==> src/rtl/memory_request_unit.sv <==
// ---------------------------------------------------------------------------
// memory_request_unit
//
// Sequences one instruction at a time through the cache port: fetches with
// iREN, optionally performs one data access with dREN/dWEN, then commits the
// instruction with pc_en. Also owns the LL/SC reservation (link register),
// which snooped writes from other agents can invalidate.
//
// Ports:
//   CLK, nRST                  clock, async active-low reset
//   dREN_in, dWEN_in           decoded load / store request
//   datomic_in, halt_in        decoded atomic flag (LL/SC), decoded HALT
//   daddr_in, dstore_in        effective address, store data
//   ihit, dhit, dload          cache handshakes and returned load data
//   snoop_inv, snoop_addr      invalidating write from another agent
//   iREN, dREN, dWEN           request handshakes to the cache
//   daddr, dstore              registered data address / store data
//   pc_en, load_data           commit strobe and writeback value
//   halt_out, link_valid       sticky halt flag, reservation present
// ---------------------------------------------------------------------------
module memory_request_unit (
    input  logic        CLK,
    input  logic        nRST,
    input  logic        dREN_in,
    input  logic        dWEN_in,
    input  logic        datomic_in,
    input  logic        halt_in,
    input  logic [31:0] daddr_in,
    input  logic [31:0] dstore_in,
    input  logic        ihit,
    input  logic        dhit,
    input  logic [31:0] dload,
    input  logic        snoop_inv,
    input  logic [31:0] snoop_addr,
    output logic        iREN,
    output logic        dREN,
    output logic        dWEN,
    output logic [31:0] daddr,
    output logic [31:0] dstore,
    output logic        pc_en,
    output logic [31:0] load_data,
    output logic        halt_out,
    output logic        link_valid
);

    typedef enum logic [1:0] {IDLE, FETCH, DATA, HALTED} state_t;

    state_t      state, next_state;
    logic        op_write, op_write_n;
    logic        op_atomic, op_atomic_n;
    logic [31:0] daddr_n, dstore_n;
    logic        link_valid_n;
    logic [29:0] link_addr, link_addr_n;
    logic        snoop_hit;
    logic        sc_ok;
    logic        snoop_addr_unused;

    // Reservations are tracked per word, so the byte offset of a snooped
    // address never matters.
    assign snoop_addr_unused = ^snoop_addr[1:0];

    assign snoop_hit = snoop_inv && (snoop_addr[31:2] == link_addr);

    // An SC that arrives in the same cycle as a matching snoop must fail,
    // so the check uses the post-snoop view of the reservation.
    assign sc_ok = link_valid && !snoop_hit && (daddr_in[31:2] == link_addr);

    // State, registered operation and reservation. Reset drops every request
    // immediately and clears the link.
    always_ff @(posedge CLK or negedge nRST) begin
        if (!nRST) begin
            state      <= IDLE;
            op_write   <= 1'b0;
            op_atomic  <= 1'b0;
            daddr      <= '0;
            dstore     <= '0;
            link_valid <= 1'b0;
            link_addr  <= '0;
        end else begin
            state      <= next_state;
            op_write   <= op_write_n;
            op_atomic  <= op_atomic_n;
            daddr      <= daddr_n;
            dstore     <= dstore_n;
            link_valid <= link_valid_n;
            link_addr  <= link_addr_n;
        end
    end

    // Next-state and output decode. Priority in FETCH is halt, then store
    // (plain or SC), then load. A snoop hit clears the link by default; an
    // LL completing in the same cycle overrides that below.
    always_comb begin
        next_state   = state;
        iREN         = 1'b0;
        dREN         = 1'b0;
        dWEN         = 1'b0;
        pc_en        = 1'b0;
        load_data    = '0;
        halt_out     = 1'b0;
        op_write_n   = op_write;
        op_atomic_n  = op_atomic;
        daddr_n      = daddr;
        dstore_n     = dstore;
        link_valid_n = link_valid && !snoop_hit;
        link_addr_n  = link_addr;

        case (state)
            IDLE: begin
                next_state = FETCH;
            end

            FETCH: begin
                iREN = 1'b1;
                if (ihit) begin
                    if (halt_in) begin
                        next_state = HALTED;
                    end else if (dWEN_in) begin
                        if (!datomic_in || sc_ok) begin
                            daddr_n     = daddr_in;
                            dstore_n    = dstore_in;
                            op_write_n  = 1'b1;
                            op_atomic_n = datomic_in;
                            next_state  = DATA;
                        end else begin
                            pc_en        = 1'b1;
                            link_valid_n = 1'b0;
                        end
                    end else if (dREN_in) begin
                        daddr_n     = daddr_in;
                        op_write_n  = 1'b0;
                        op_atomic_n = datomic_in;
                        next_state  = DATA;
                    end else begin
                        pc_en = 1'b1;
                    end
                end
            end

            DATA: begin
                dREN = !op_write;
                dWEN = op_write;
                if (dhit) begin
                    pc_en      = 1'b1;
                    next_state = FETCH;
                    if (!op_write) begin
                        load_data = dload;
                        if (op_atomic) begin
                            link_valid_n = 1'b1;
                            link_addr_n  = daddr[31:2];
                        end
                    end else if (op_atomic) begin
                        // An SC approved in FETCH completes as a success even
                        // if the link was snooped away while in flight.
                        load_data    = 32'h1;
                        link_valid_n = 1'b0;
                    end else if (daddr[31:2] == link_addr) begin
                        link_valid_n = 1'b0;
                    end
                end
            end

            HALTED: begin
                halt_out = 1'b1;
            end

            default: begin
                next_state = IDLE;
            end
        endcase
    end

endmodule

==> config.mk <==
export PLATFORM = sky130hd
export DESIGN_NAME = memory_request_unit
export DESIGN_NICKNAME = d
export VERILOG_FILES = /design/src/rtl/memory_request_unit.sv
export SDC_FILE = /design/constraint.sdc
export NUM_CORES = 1
export LEC_CHECK = 0
export ABC_AREA = 1
export CAP_MARGIN = 15
export CORE_MARGIN = 5
export CORE_UTILIZATION = 30
export CTS_BUF_LIST = sky130_fd_sc_hd__clkbuf_4 sky130_fd_sc_hd__clkbuf_8
export DETAILED_ROUTE_END_ITERATION = 12
export GPL_TIMING_DRIVEN = 0
export HOLD_SLACK_MARGIN = 0.02
export SETUP_SLACK_MARGIN = 0.15
export SYNTH_ARGS = -nofsm -noshare
export SYNTH_HDL_FRONTEND = slang
export SYNTH_SLANG_ARGS = --single-unit
==> constraint.sdc <==
create_clock -name CLK -period 4.6 [get_ports CLK]
set_input_delay 0.46 -clock CLK [delete_from_list [all_inputs] [get_ports CLK]]
set_output_delay 0.46 -clock CLK [all_outputs]
set_load 0.03 [all_outputs]
==> reports/summary.log, run 1 <==
[status] run status complete, no violations
[floorplan] top-level port count 239
[power] relative contribution of combinational cells to total power 53.9%
[cts] cts hold-fix bufs 0
[global_routing] Tot GR Track Use 17.37%
[cts] postcts setup bufs 0
[critical_path] end point of the critical path pc_en
[global_routing] first-pass GRT wire length 30310 um
[critical_path] category of the worst setup path capture point output pin
[cts] buffers from clock root to sink, at most 2
[routing] total DRC errors in the routed layout 0
[cts] Skew-Pair Late Insertion Delay 380 ps
[critical_path] depth of the worst register-to-register path 8
[critical_path] slack of the worst reg-to-reg path 2240 ps
[global_routing] grt met2 use 27.69%
[global_routing] met3 global-route usage 6.622%
[power] Power, Total 0.004976 W
[place] number of placed instances, taps included 1307
[sta] number of slew-limit violations in the final report 0
[floorplan] standard-cell rows 50
[routing] routed wire length 19300 um
[power] total power density per cell area 579.1 mW/mm^2
[critical_path] highest-delay cell along the critical path clkdlybuf4s50_1
[routing] count of TritonRoute iterations in the first routing pass 4
[synth] cell with the most instances after synthesis nand2_1
[critical_path] required time at the endpoint of the critical path 4140 ps
[routing] DRC marker count from the first detailed-route iteration 279
[cts] root cell of the clock tree clkbuf_8
[synth] area share of the largest cell type after synthesis 43.45%
[cts] clock buffer count from CTS 9
[global_routing] total grt overflow 0
[layout] fraction of final layout cells sized beyond drive strength 1 5.326%
[critical_path] cell mode on critical path nand2_1
[synth] unique cell type count in the Yosys netlist 28
[floorplan] die footprint 0.02186 mm^2
[global_routing] most heavily used metal layer in global routing met2
[cts] clock tree from TritonCTS yes
[sta] PnR worst setup slack 1218 ps
[floorplan] initial core utilization 30.48%
[sta] setup violators final 0
[sta] clock tree skew after final layout 12.44 ps
[critical_path] worst reg2reg endpoint link_addr[26]
[place] post-DP HPWL 15080 um
[critical_path] category of the critical setup timing path in2out
[cts] H-Tree Level Count 3
[power] sequential cell fraction of total power 33.8%
[sta] share of the clock period used by the worst path 73.53%
[place] Port Buffer Count 236
[critical_path] cell-by-cell listing of the critical path clkdlybuf4s50_1, inv_1, nand2_1, nand2_1, nor3_1, nand2_1, nor2_1, nand2_1, nand3_2, nand3_2, nand2_1, nand2_1, a21oi_1, clkdlybuf4s50_1
[sta] top achievable clock speed 295.7 MHz
[sta] final hold vios 0
[routing] remaining antenna violation count 0
[global_routing] pin count of the biggest net entering global routing 59
[synth] flip-flop cell with the highest count after synthesis dfrtp_1
[layout] number of nets at the end of the flow 1225
[hold_path] hold crit path type in2async
[synth] Post-synth EDFFs 0
[synth] number of cells produced by synthesis 836
[sta] shortest clock period the worst path allows after layout 3382 ps
[place] post-placement setup slack 1220 ps
[layout] utilization after layout 45.94%
[sta] transition time of the tightest slew-check pin 654.7 ps
[cts] number of sinks driven by the clock tree 99
[critical_path] startpoint class of the critical path input pin
[synth] synthesized area 0.005702 mm^2
[synth] cell type contributing the most total cell area after synthesis dfrtp_1
[place] final weighted congestion in routability-driven placement 0.8497
[floorplan] core outline area 0.01871 mm^2
[global_routing] number of antenna violations at the first check in global routing 0
[layout] ant diodes 0
[synth] Syn Nets 977
[sta] RSZ-0062 raised after global routing false
[global_routing] GRT met1 Usage 22.68%
[power] leakage power 4.161 nW
[power] internal power 0.002672 W
[synth] most frequent cells after synthesis nand2_1, dfrtp_1, inv_1
[sta] worst rel slew slack 56.01%
[critical_path] first element of the critical path snoop_addr[5]
[synth] biggest area contributors in the synthesized netlist dfrtp_1, nand2_1, inv_1
[power] Switch Pwr 0.002304 W
[flow_run] Max Cap Violations 0
[synth] Async SR Flop Fraction 100.0%
[global_routing] vias in the first global route 5705
[cts] Worst-path clk slew 100 ps
[routing] average via count per standard cell 4.342
[power] clock network fraction of total power 12.4%
[layout] final cell count without fillers 1323
[power] peak supply drop 0.2851 mV
[routing] overall via count from detail_route 5744
[critical_path] Data arrival, critical path 2920 ps
[synth] Ys Warns 0
[synth] register area share after synthesis 43.45%
[layout] relative area change from synthesis to final layout 50.71%
[critical_path] Worst path max stage delay 730 ps
[power] switch share 46.30%
[cts] total of cells resized after clock tree synthesis 0
[routing] post-detailed-route wirelength per cell 14.59 um
[critical_path] Critical Path Fanout Max 4
[floorplan] Die Span Y 147.9 um
[synth] count of state elements after synthesis 99
[floorplan] chip width 147.9 um
[critical_path] startpoint of the lowest-slack register-to-register path state[0]
[synth] average cell area after synthesis 6.820 um^2
[cell families after synthesis]
kind of cell / Yosys count / synth area share, %
AOI/OAI and AO/OA: 69 / 6.495
DFF: 99 / 43.45
adders and majority gates: 4 / 0.8778
buffers and inverters: 139 / 9.853
xor gates and xnor gates: 26 / 3.994
muxes: 2 / 0.3950
and+or+nand+nor: 497 / 34.94
[cell type report]
type | count | area (um^2)
Clock buffer | 11 | 151.4
Tap cell | 234 | 292.8
Buffer | 29 | 148.9
Inverter | 110 | 412.9
Multi-Input combinational cell | 598 | 2663
Fill cell | 1923 | 10110
Timing Repair Buffer | 237 | 2387
Clock inverter | 5 | 60.06
Sequential cell | 99 | 2477
[worst max-delay path: cells and delay by family]
| kind | cells | cell delay, ps |
|---|---|---|
| and+or+nand+nor | 10 | 1040 |
| buffers and inverters | 3 | 1250 |
| AOI/OAI and AO/OA | 1 | 170 |
[metal layers]
metal	part of all wire (%)	up-vias	routed length [um]
met5	0	-	0
li1	-	3038	-
met2	45	153	8743
met1	45	2540	8706
met4	1.0	0	198
met3	8.5	13	1649
[worst min path at each step]
stage	startpoint	endpoint	slack, ps
floorplan	nRST	daddr[0]	160
global placement	dstore[5]	dstore[5]	450
detailed placement	dstore[7]	dstore[7]	460
CTS	nRST	daddr[14]	70
global route	nRST	daddr[14]	90
finish	nRST	daddr[14]	60
[registers in the layout (all words and copies together), names as in the netlist]
| signal | cells |
|---|---|
| op_atomic | 1 |
| op_write | 1 |
| link_addr | 30 |
| link_valid | 1 |
| dstore | 32 |
| state | 2 |
| daddr | 32 |
[power groups by stage]
stage | logic [W] | registers, W | clock network (W)
CTS | 0.00271 | 0.00168 | 0.000648
detailed placement | 0.00270 | 0.00169 | 0
global placement | 0.00269 | 0.00169 | 0
finish | 0.00268 | 0.00168 | 0.000616
floorplan | 0.00113 | 0.00214 | 0
global route | 0.00296 | 0.00175 | 0.000676
[through the flow]
| stage | hold WS [ps] | instance area (um^2) | setup TNS [ps] |
|---|---|---|---|
| 6_report | 60.36 | 8593 | 0 |
| 5_1_grt | 93.45 | 8593 | 0 |
| 4_1_cts | 65.91 | 8593 | 0 |
| 3_5_place_dp | 457.4 | 8382 | 0 |
| 3_3_place_gp | 453.0 | 8357 | -108410 |
| 2_1_floorplan | 164.4 | 5702 | 0 |
[cell usage in the layout, fill, tap and decap left out, types with 7 or more instances in the layout]
| cell | netlist | final |
|---|---|---|
| xor2_1 | 9 | 9 |
| clkdlybuf4s50_1 | 0 | 235 |
| xnor2_1 | 17 | 17 |
| buf_2 | 7 | 7 |
| nand3_1 | 38 | 38 |
| nand4_1 | 16 | 16 |
| clkbuf_1 | 16 | 16 |
| dfrtp_1 | 99 | 99 |
| nor2_1 | 83 | 83 |
| o21ai_0 | 23 | 23 |
| nor3_1 | 7 | 7 |
| inv_2 | 16 | 16 |
| nand2_1 | 346 | 346 |
| clkbuf_8 | 0 | 11 |
| inv_1 | 94 | 94 |
| o21ai_1 | 27 | 27 |
| a21oi_1 | 11 | 11 |
Note: power is estimated with default switching activity, not from simulation.
==> run 2, diff against run 1 <==
Clock period 4.6 ns to 3.1 ns, I/O delays scaled along.
==> run 2 against run 1 <==
Setup slack worse by 860 ps. Combinational power is 49% higher. Final cell count is essentially flat. Utilization rose by 0.060 points. Clock skew barely moved. Die area stayed put. Routed wire length about the same. First-iteration DRC count is 3.9% higher. Count of clock-buffer cells in the layout did not move. Via count increased by 0.37%. Power increased by 48%. Critical path type is now reg2out.
==> reports/summary.log, run 2 (synthesis gave the netlist of run 1 again) <==
[sta] RSZ-0062 raised after global routing false
[layout] ant diodes 0
[layout] relative area change from synthesis to final layout 50.91%
[global_routing] pin count of the biggest net entering global routing 59
[place] final weighted congestion in routability-driven placement 0.8497
[critical_path] Worst path max stage delay 630 ps
[power] Power, Total 0.007381 W
[power] total power density per cell area 857.8 mW/mm^2
[place] Port Buffer Count 236
[global_routing] Tot GR Track Use 17.37%
[routing] DRC marker count from the first detailed-route iteration 290
[routing] total DRC errors in the routed layout 0
[sta] share of the clock period used by the worst path 88.51%
[floorplan] standard-cell rows 50
[critical_path] Critical Path Fanout Max 10
[sta] number of slew-limit violations in the final report 0
[critical_path] required time at the endpoint of the critical path 2790 ps
[global_routing] total grt overflow 0
[layout] Filler cells 1921
[cts] H-Tree Level Count 3
[sta] Setup TNS Final 0 ps
[layout] utilization after layout 46.00%
[layout] Storage cell area 0.002477 mm^2
[sta] top achievable clock speed 364.5 MHz
[routing] count of TritonRoute iterations in the first routing pass 4
[routing] average via count per standard cell 4.354
[hold_path] hold crit path type in2async
[layout] most frequent cells in the layout nand2_1, clkdlybuf4s50_1, dfrtp_1
[sta] shortest clock period the worst path allows after layout 2744 ps
[layout] fraction of final layout cells sized beyond drive strength 1 5.505%
[global_routing] vias in the first global route 5707
[flow_run] Max Cap Violations 0
[critical_path] category of the worst setup path capture point output pin
[cts] buffers from clock root to sink, at most 2
[layout] multi-input combinational cell area 0.002663 mm^2
[cts] number of sinks driven by the clock tree 99
[power] leakage power 4.205 nW
[sta] final hold vios 0
[floorplan] top-level port count 239
[floorplan] core outline area 0.01871 mm^2
[cts] clock buffer count from CTS 9
[floorplan] die footprint 0.02186 mm^2
[floorplan] chip width 147.9 um
[sta] worst rel slew slack 54.61%
[global_routing] first-pass GRT wire length 30310 um
[routing] overall via count from detail_route 5765
[routing] remaining antenna violation count 0
[critical_path] cell-by-cell listing of the critical path inv_1, ha_1, nand2_1, clkbuf_1, nor2_1, clkdlybuf4s50_1
[global_routing] number of antenna violations at the first check in global routing 0
[place] post-placement setup slack 20.31 ps
[cts] Worst-path clk slew 100 ps
[sta] setup violators final 0
[status] run status complete, no violations
[critical_path] startpoint class of the critical path register
[critical_path] slack of the worst reg-to-reg path 740 ps
[sta] PnR worst setup slack 356.3 ps
[sta] clock tree skew after final layout 12.50 ps
[floorplan] Die Span Y 147.9 um
[layout] number of nets at the end of the flow 1226
[layout] summed area of non-filler cells in the final layout 0.008605 mm^2
[power] peak supply drop 0.4238 mV
[critical_path] category of the critical setup timing path reg2out
[floorplan] initial core utilization 30.48%
[place] post-DP HPWL 15080 um
[cts] clock tree from TritonCTS yes
[routing] post-detailed-route wirelength per cell 14.59 um
[layout] leading registers by flop count daddr (32), dstore (32), link_addr (30)
[critical_path] Data arrival, critical path 2430 ps
[place] instance area at placement 0.008382 mm^2
[layout] most common cell after layout, fill and taps aside nand2_1
[critical_path] highest-delay cell along the critical path clkdlybuf4s50_1
[routing] routed wire length 19320 um
[cts] Skew-Pair Late Insertion Delay 380 ps
[cts] root cell of the clock tree clkbuf_8
[cts] postcts setup bufs 0
[sta] transition time of the tightest slew-check pin 675.7 ps
[run 2: where the power goes]
group          internal (W)  total (W)  switching (W)
clock              0.000421   0.000914       0.000493
sequential          0.00188    0.00249       0.000616
combinational       0.00167    0.00398        0.00231
total               0.00396    0.00738        0.00342
[run 2: layout make-up]
class / instances / share of cell area (%)
clock buffers: 11 / 1.759
clock inverters: 5 / 0.6980
multi-input cells: 598 / 30.94
flip-flops and latches: 99 / 28.79
inverters: 110 / 4.799
well taps: 234 / 3.403
repair buffers: 238 / 27.86
plain buffers: 29 / 1.745
[run 2: critical path: cells and delay by family (launching register included)]
family,cells,cell delay (ps)
adder cells (fa/ha/maj),1,240
AND/OR/NAND/NOR,2,310
flip-flops,1,430
buffers and inverters,3,1090
[run 2: per-stage QoR]
step           cells  hold slack [ps]
6_report        1324            462.0
5_1_grt         1324            458.1
4_1_cts         1324            445.7
3_5_place_dp    1307            356.1
3_3_place_gp    1306            453.0
2_1_floorplan    836            14.41
[run 2: what timing repair did]
item,in CTS,in global routing
hold buffers,1,0
endpoints found under the setup margin,1,4
pin swaps,0,0
hold endpoints to repair,41,0
resized for setup,1,6
[run 2: metal layers]
metal  GRT usage [%]  routed length, um  vias up
met4           3.557                198        0
met2           27.69               8756      154
met5               0                  0        -
li1                -                  -     3040
met1           22.70               8777     2558
met3           6.591               1582       13
[run 2: worst paths after layout]
kind / from / to / cells after the start
setup / recovery: state[0] / load_data[13] / 6
hold / removal: nRST / daddr[14] / 2
setup reg to reg: state[0] / link_addr[26] / 8
hold reg to reg: dstore[28] / dstore[28] / 2
max in group asynchronous: nRST / dstore[2] / 3
min in group CLK: dstore_in[25] / dstore[25] / 3
